==> config.mk <==
export PLATFORM = sky130hd
export DESIGN_NAME = ram_read_arbiter
export DESIGN_NICKNAME = d
export VERILOG_FILES = /design/src/rtl/ram_read_arbiter.sv
export SDC_FILE = /design/constraint.sdc
export NUM_CORES = 1
export LEC_CHECK = 0
export CAP_MARGIN = 20
export CELL_PAD_IN_SITES_DETAIL_PLACEMENT = 1
export CELL_PAD_IN_SITES_GLOBAL_PLACEMENT = 1
export CORE_MARGIN = 4
export CORE_UTILIZATION = 32
export DETAILED_ROUTE_END_ITERATION = 6
export PLACE_DENSITY_LB_ADDON = 0.1
export SLEW_MARGIN = 10
export SYNTH_ARGS = -nofsm -noshare
export SYNTH_HDL_FRONTEND = slang
export SYNTH_SLANG_ARGS = --single-unit
==> constraint.sdc <==
create_clock -name Clk -period 4.6 [get_ports Clk]
set_input_delay 0.69 -clock Clk [delete_from_list [all_inputs] [get_ports Clk]]
set_output_delay 0.69 -clock Clk [all_outputs]
set_load 0.02 [all_outputs]
==> src/rtl/ram_read_arbiter.sv <==
// ram_read_arbiter: shares one MIG read command port and read-data FIFO between
// two requesters. Requester 0 (VGA pixel fetch) has fixed priority; requester 1
// (sprite/blit fetch) gets a grant after STARVE_LIMIT consecutive req0 grants
// while it waits. One burst is in flight at a time, and returned beats go to the
// requester that owns the burst.
//
// Ports:
//   Clk, Rst                          clock, asynchronous active-high reset
//   calib_done                        MIG calibration done; no grant while low
//   rX_cmd_en/bl/addr                 requester X burst request (level, held until ack)
//   rX_cmd_ack                        one-cycle pulse when requester X is accepted
//   rX_rd_data/rX_rd_valid            beats returned to requester X
//   read_cmd_*                        MIG command port (read_cmd_en is combinational)
//   rd_clk/rd_en/rd_data/rd_empty     MIG read FIFO (rd_en is combinational, FWFT data)
//   rd_error                          MIG read FIFO error
//   owner/busy/err                    status; err is sticky until reset
module ram_read_arbiter #(
    parameter int unsigned ADDR_W       = 30,
    parameter int unsigned BL_W         = 6,
    parameter int unsigned DATA_W       = 32,
    parameter int unsigned STARVE_LIMIT = 8
) (
    input  logic              Clk,
    input  logic              Rst,
    input  logic              calib_done,
    input  logic              r0_cmd_en,
    input  logic [BL_W-1:0]   r0_cmd_bl,
    input  logic [ADDR_W-1:0] r0_cmd_addr,
    output logic              r0_cmd_ack,
    output logic [DATA_W-1:0] r0_rd_data,
    output logic              r0_rd_valid,
    input  logic              r1_cmd_en,
    input  logic [BL_W-1:0]   r1_cmd_bl,
    input  logic [ADDR_W-1:0] r1_cmd_addr,
    output logic              r1_cmd_ack,
    output logic [DATA_W-1:0] r1_rd_data,
    output logic              r1_rd_valid,
    output logic              read_cmd_clk,
    output logic              read_cmd_en,
    output logic [2:0]        read_cmd_instr,
    output logic [BL_W-1:0]   read_cmd_bl,
    output logic [ADDR_W-1:0] read_cmd_byte_addr,
    input  logic              read_cmd_full,
    output logic              rd_clk,
    output logic              rd_en,
    input  logic [DATA_W-1:0] rd_data,
    input  logic              rd_empty,
    input  logic              rd_error,
    output logic              owner,
    output logic              busy,
    output logic              err
);

    localparam int unsigned CNT_W = BL_W + 1;
    localparam int unsigned STV_W = $clog2(STARVE_LIMIT + 1);

    typedef enum logic [1:0] {
        S_IDLE  = 2'd0,
        S_ISSUE = 2'd1,
        S_DRAIN = 2'd2
    } state_t;

    state_t            state_q, state_d;
    logic              grant, grant1;
    logic              ack0_q, ack0_d, ack1_q, ack1_d;
    logic              owner_q, owner_d;
    logic [BL_W-1:0]   bl_q, bl_d;
    logic [ADDR_W-1:0] addr_q, addr_d;
    logic [CNT_W-1:0]  beat_q, beat_d;
    logic [STV_W-1:0]  starve_q, starve_d;
    logic              v0_q, v0_d, v1_q, v1_d;
    logic [DATA_W-1:0] d0_q, d0_d, d1_q, d1_d;
    logic              err_q, err_d;
    logic              cmd_fire, pop;

    // State register
    always_ff @(posedge Clk or posedge Rst) begin
        if (Rst) state_q <= S_IDLE;
        else     state_q <= state_d;
    end

    // Next-state and grant decision
    always_comb begin
        state_d = state_q;
        grant   = 1'b0;
        grant1  = 1'b0;
        case (state_q)
            S_IDLE: begin
                if (calib_done && (r0_cmd_en || r1_cmd_en)) begin
                    grant   = 1'b1;
                    // req1 wins when alone, or when req0 has used up its streak
                    grant1  = r1_cmd_en &&
                              (!r0_cmd_en || starve_q == STV_W'(STARVE_LIMIT));
                    state_d = S_ISSUE;
                end
            end
            S_ISSUE: if (!read_cmd_full) state_d = S_DRAIN;
            S_DRAIN: if (!rd_empty && beat_q == CNT_W'(1)) state_d = S_IDLE;
            default: state_d = S_IDLE;
        endcase
    end

    // Outputs and datapath next values
    always_comb begin
        cmd_fire = (state_q == S_ISSUE) && !read_cmd_full;
        pop      = (state_q == S_DRAIN) && !rd_empty;
        ack0_d   = 1'b0;
        ack1_d   = 1'b0;
        owner_d  = owner_q;
        bl_d     = bl_q;
        addr_d   = addr_q;
        beat_d   = beat_q;
        starve_d = starve_q;
        v0_d     = 1'b0;
        v1_d     = 1'b0;
        d0_d     = d0_q;
        d1_d     = d1_q;
        err_d    = err_q | rd_error;

        if (grant) begin
            owner_d = grant1;
            bl_d    = grant1 ? r1_cmd_bl   : r0_cmd_bl;
            addr_d  = grant1 ? r1_cmd_addr : r0_cmd_addr;
            ack0_d  = !grant1;
            ack1_d  = grant1;
        end

        // Starvation counter only moves while arbitrating
        if (state_q == S_IDLE) begin
            if (!r1_cmd_en || (grant && grant1)) begin
                starve_d = '0;
            end else if (grant && starve_q != STV_W'(STARVE_LIMIT)) begin
                starve_d = starve_q + STV_W'(1);
            end
        end

        if (cmd_fire) beat_d = {1'b0, bl_q} + CNT_W'(1);

        if (pop) begin
            beat_d = beat_q - CNT_W'(1);
            if (owner_q) begin
                v1_d = 1'b1;
                d1_d = rd_data;
            end else begin
                v0_d = 1'b0 | 1'b1;
                d0_d = rd_data;
            end
        end
    end

    // Datapath registers
    always_ff @(posedge Clk or posedge Rst) begin
        if (Rst) begin
            ack0_q   <= 1'b0;
            ack1_q   <= 1'b0;
            owner_q  <= 1'b0;
            bl_q     <= '0;
            addr_q   <= '0;
            beat_q   <= '0;
            starve_q <= '0;
            v0_q     <= 1'b0;
            v1_q     <= 1'b0;
            d0_q     <= '0;
            d1_q     <= '0;
            err_q    <= 1'b0;
        end else begin
            ack0_q   <= ack0_d;
            ack1_q   <= ack1_d;
            owner_q  <= owner_d;
            bl_q     <= bl_d;
            addr_q   <= addr_d;
            beat_q   <= beat_d;
            starve_q <= starve_d;
            v0_q     <= v0_d;
            v1_q     <= v1_d;
            d0_q     <= d0_d;
            d1_q     <= d1_d;
            err_q    <= err_d;
        end
    end

    assign read_cmd_clk       = Clk;
    assign rd_clk             = Clk;
    assign read_cmd_instr     = 3'b001;
    assign read_cmd_en        = cmd_fire;
    assign rd_en              = pop;
    assign read_cmd_bl        = bl_q;
    assign read_cmd_byte_addr = addr_q;
    assign r0_cmd_ack         = ack0_q;
    assign r1_cmd_ack         = ack1_q;
    assign r0_rd_valid        = v0_q;
    assign r1_rd_valid        = v1_q;
    assign r0_rd_data         = d0_q;
    assign r1_rd_data         = d1_q;
    assign owner              = owner_q;
    assign busy               = (state_q != S_IDLE);
    assign err                = err_q;

endmodule

==> results.cfg <==
[drt]
wl_per_cell_um = 18.9
detailroute.via_count = 3944
drtAntennaViolNets = 0
drt-pass1-iter-count = 4
drcViolationCount = 0
drtIter0Drc = 164
viasPerCell = 4.82
finalWirelength_um = 15400

[pwr]
p_int_mw = 3.85
vdd_drop_max_v = 0.000287
switching_share_pct = 34.5
switching_power_mw = 2.03
seqPwrFrac_pct = 31.9
powerDensity_mw_per_mm2 = 727
power_frac_comb_pct = 42.3
p_leak_nw = 3.38
pwr-share-clk_pct = 25.8
power_mw = 5.87

[sta]
worst_slew_pin_slew_ns = 1.00
setup_viol = 0
rsz0062_at_grt = no
tns_ns = 0
hold_violations = 0
finalClockSkew_ns = 0.00818
slew_headroom_pct = 33.1
maxSlewViolCount = 0
setup_slack_ns = 0.808

[cells_and_area]
nFillCells = 1572
final_nets = 711
drive_above_1_share_pct = 17.3
final_design_area_no_fill_mm2 = 0.00809
final_util_pct = 52.8
area_growth_pct = 60.1

[job]
cap_viol_max_count = 0

[synthesis]
ys_ff_latch = 119
seq_area_frac_synth_pct = 59.0
synth_top_area_share_pct = 59.0
synth_area_mm2 = 0.00505
synth_common_cells = dfrtp_1, mux2_2, a221o_1
avgSynthCellArea_um2 = 13.6
yosys.area.top_type = dfrtp_1
ys_top_cells_by_area = dfrtp_1, mux2_2, a221o_1, and2_0, and2_1
synthFlopType = dfrtp_1
synth_cells = 371
synth.most_common_cell = dfrtp_1
synth-warning-count = 0
synth_cell_types = 47
ys_async_sr_fraction_pct = 100
synth_edf_count = 0

[floorplan]
core_area_mm2 = 0.0153
die_x_um = 134
num_rows = 45
io_pins = 226
die_y_um = 134
initial_core_util_pct = 33.0
die-area_mm2 = 0.0179

[grt]
grt_max_degree = 71
grt.total_usage_pct = 17.7
grt_pass1_wl_um = 24500
antenna_found_initial = 1
grt_pass1_vias = 4422
overflow = 0

[setup_path]
arrival_ns = 3.10
path_class = clock port to output port
critPathCaptureType = output port
crit_path_max_fanout = 2
start_kind = clock port
crit_required_ns = 3.91

[placement]
place_area_mm2 = 0.00741
io_buffers = 222
routabilityCongestion = 0.777
hpwl_um = 11200
place_ws_ns = 1.10

[clock_tree]
post_cts_buffers = 0
clk_latency_ns = 0.52
clk_transition_reported_paths_ns = 0.05
cts-hold-fix-buffers = 0
cts_resized = 0
cts_tree = yes

[outcome]
run_status = finished clean

[worst_hold_path]
worstHoldPathType = flop to flop
## per-layer routing
metal | vias to the layer above | global-route usage, % | share of wire, %
met3 | 28 | 7.97 | 8.7
met2 | 189 | 27.7 | 46
met1 | 1925 | 20.8 | 42
li1 | 1802 | - | -
met4 | 0 | 8.23 | 3.0
met5 | - | 0 | 0
## layout by cell type (no fill, tap or decap), types with 2 or more instances in the layout
cell type          n
a211oi_1           2
a21oi_1            3
a221o_1           36
and2_0            19
and2_1            18
and3_1             2
buf_4              5
bufinv_16          2
clkbuf_1           3
clkbuf_16         21
clkbuf_8           3
clkdlybuf4s50_1  222
clkinv_2           3
clkinvlp_4         3
conb_1             3
dfrtp_1          119
ha_1               5
inv_1              6
inv_2              2
mux2_1             9
mux2_2            56
nand2_1            8
nand3_1            9
nand3b_1           2
nor2_1             2
nor3b_2            2
nor4_1             3
o211ai_1           2
o21a_1             2
o21ai_0            8
or2_2              2
xnor2_1            2
xor2_1             2
## worst max-delay path, cell delays in order
cell and delay [ns]:
clkbuf_16 0.13, clkbuf_16 0.13, clkdlybuf4s50_1 0.55
## metrics by stage
| step | hold WS (ns) | cells |
|---|---|---|
| 2_1_floorplan | 0.474 | 372 |
| 3_3_place_gp | 0.453 | 782 |
| 6_report | 0.465 | 818 |
| 4_1_cts | 0.472 | 817 |
| 5_1_grt | 0.489 | 818 |
| 3_5_place_dp | 0.456 | 782 |
## registers in the layout (all words and copies together), names as in the netlist
signal	flops
err	1
r0_cmd_ack	1
r0_rd_data	32
r1_rd_valid	1
beat_q	7
owner	1
read_cmd_byte_addr	30
state_q	2
r0_rd_valid	1
read_cmd_bl	6
starve_q	4
r1_cmd_ack	1
r1_rd_data	32
## power groups by stage
stage	clock, mW	combinational (mW)	sequential (mW)
final	1.52	2.48	1.87
after global routing	1.61	2.63	1.94
after CTS	1.56	2.52	1.88
after detailed placement	0.0584	2.51	1.88
after global placement	0.0584	2.46	1.86
after floorplan	0.0508	0.732	2.36
## path summary, 6_finish.rpt
check                      cells past startpoint  slack (ns)             end       start
max in group asynchronous                      3        2.97  r0_rd_data[17]         Rst
min in group asynchronous                      2        0.72  r0_rd_data[11]         Rst
min reg2reg                                    1        0.46             err         err
max                                            3        0.81          rd_clk         Clk
min                                            1        0.46             err         err
max reg2reg                                    3        1.94  r0_rd_data[16]  state_q[1]
## kinds of logic after synthesis
| group | after synthesis | synth area share, % |
|---|---|---|
| DFF | 119 | 59.0 |
| and+or+nand+nor | 76 | 9.17 |
| muxes | 66 | 14.7 |
| AOI/OAI and AO/OA | 62 | 10.8 |
| buffers and inverters | 37 | 4.34 |
| adders and majority gates | 5 | 1.24 |
| xor gates and xnor gates | 4 | 0.694 |
| other | 2 | 0.149 |
## layout make-up
type	count	area, um^2	area share (%)
diodes	1	2.50	0.0310
clock buffers	29	598	7.40
clock inverters	8	97.6	1.21
inverters	9	36.3	0.449
multi-input cells	216	1870	23.1
flip-flops and latches	119	2980	36.8
well taps	211	264	3.27
repair buffers	225	2240	27.7
Note: power is estimated with default switching activity, not from simulation.
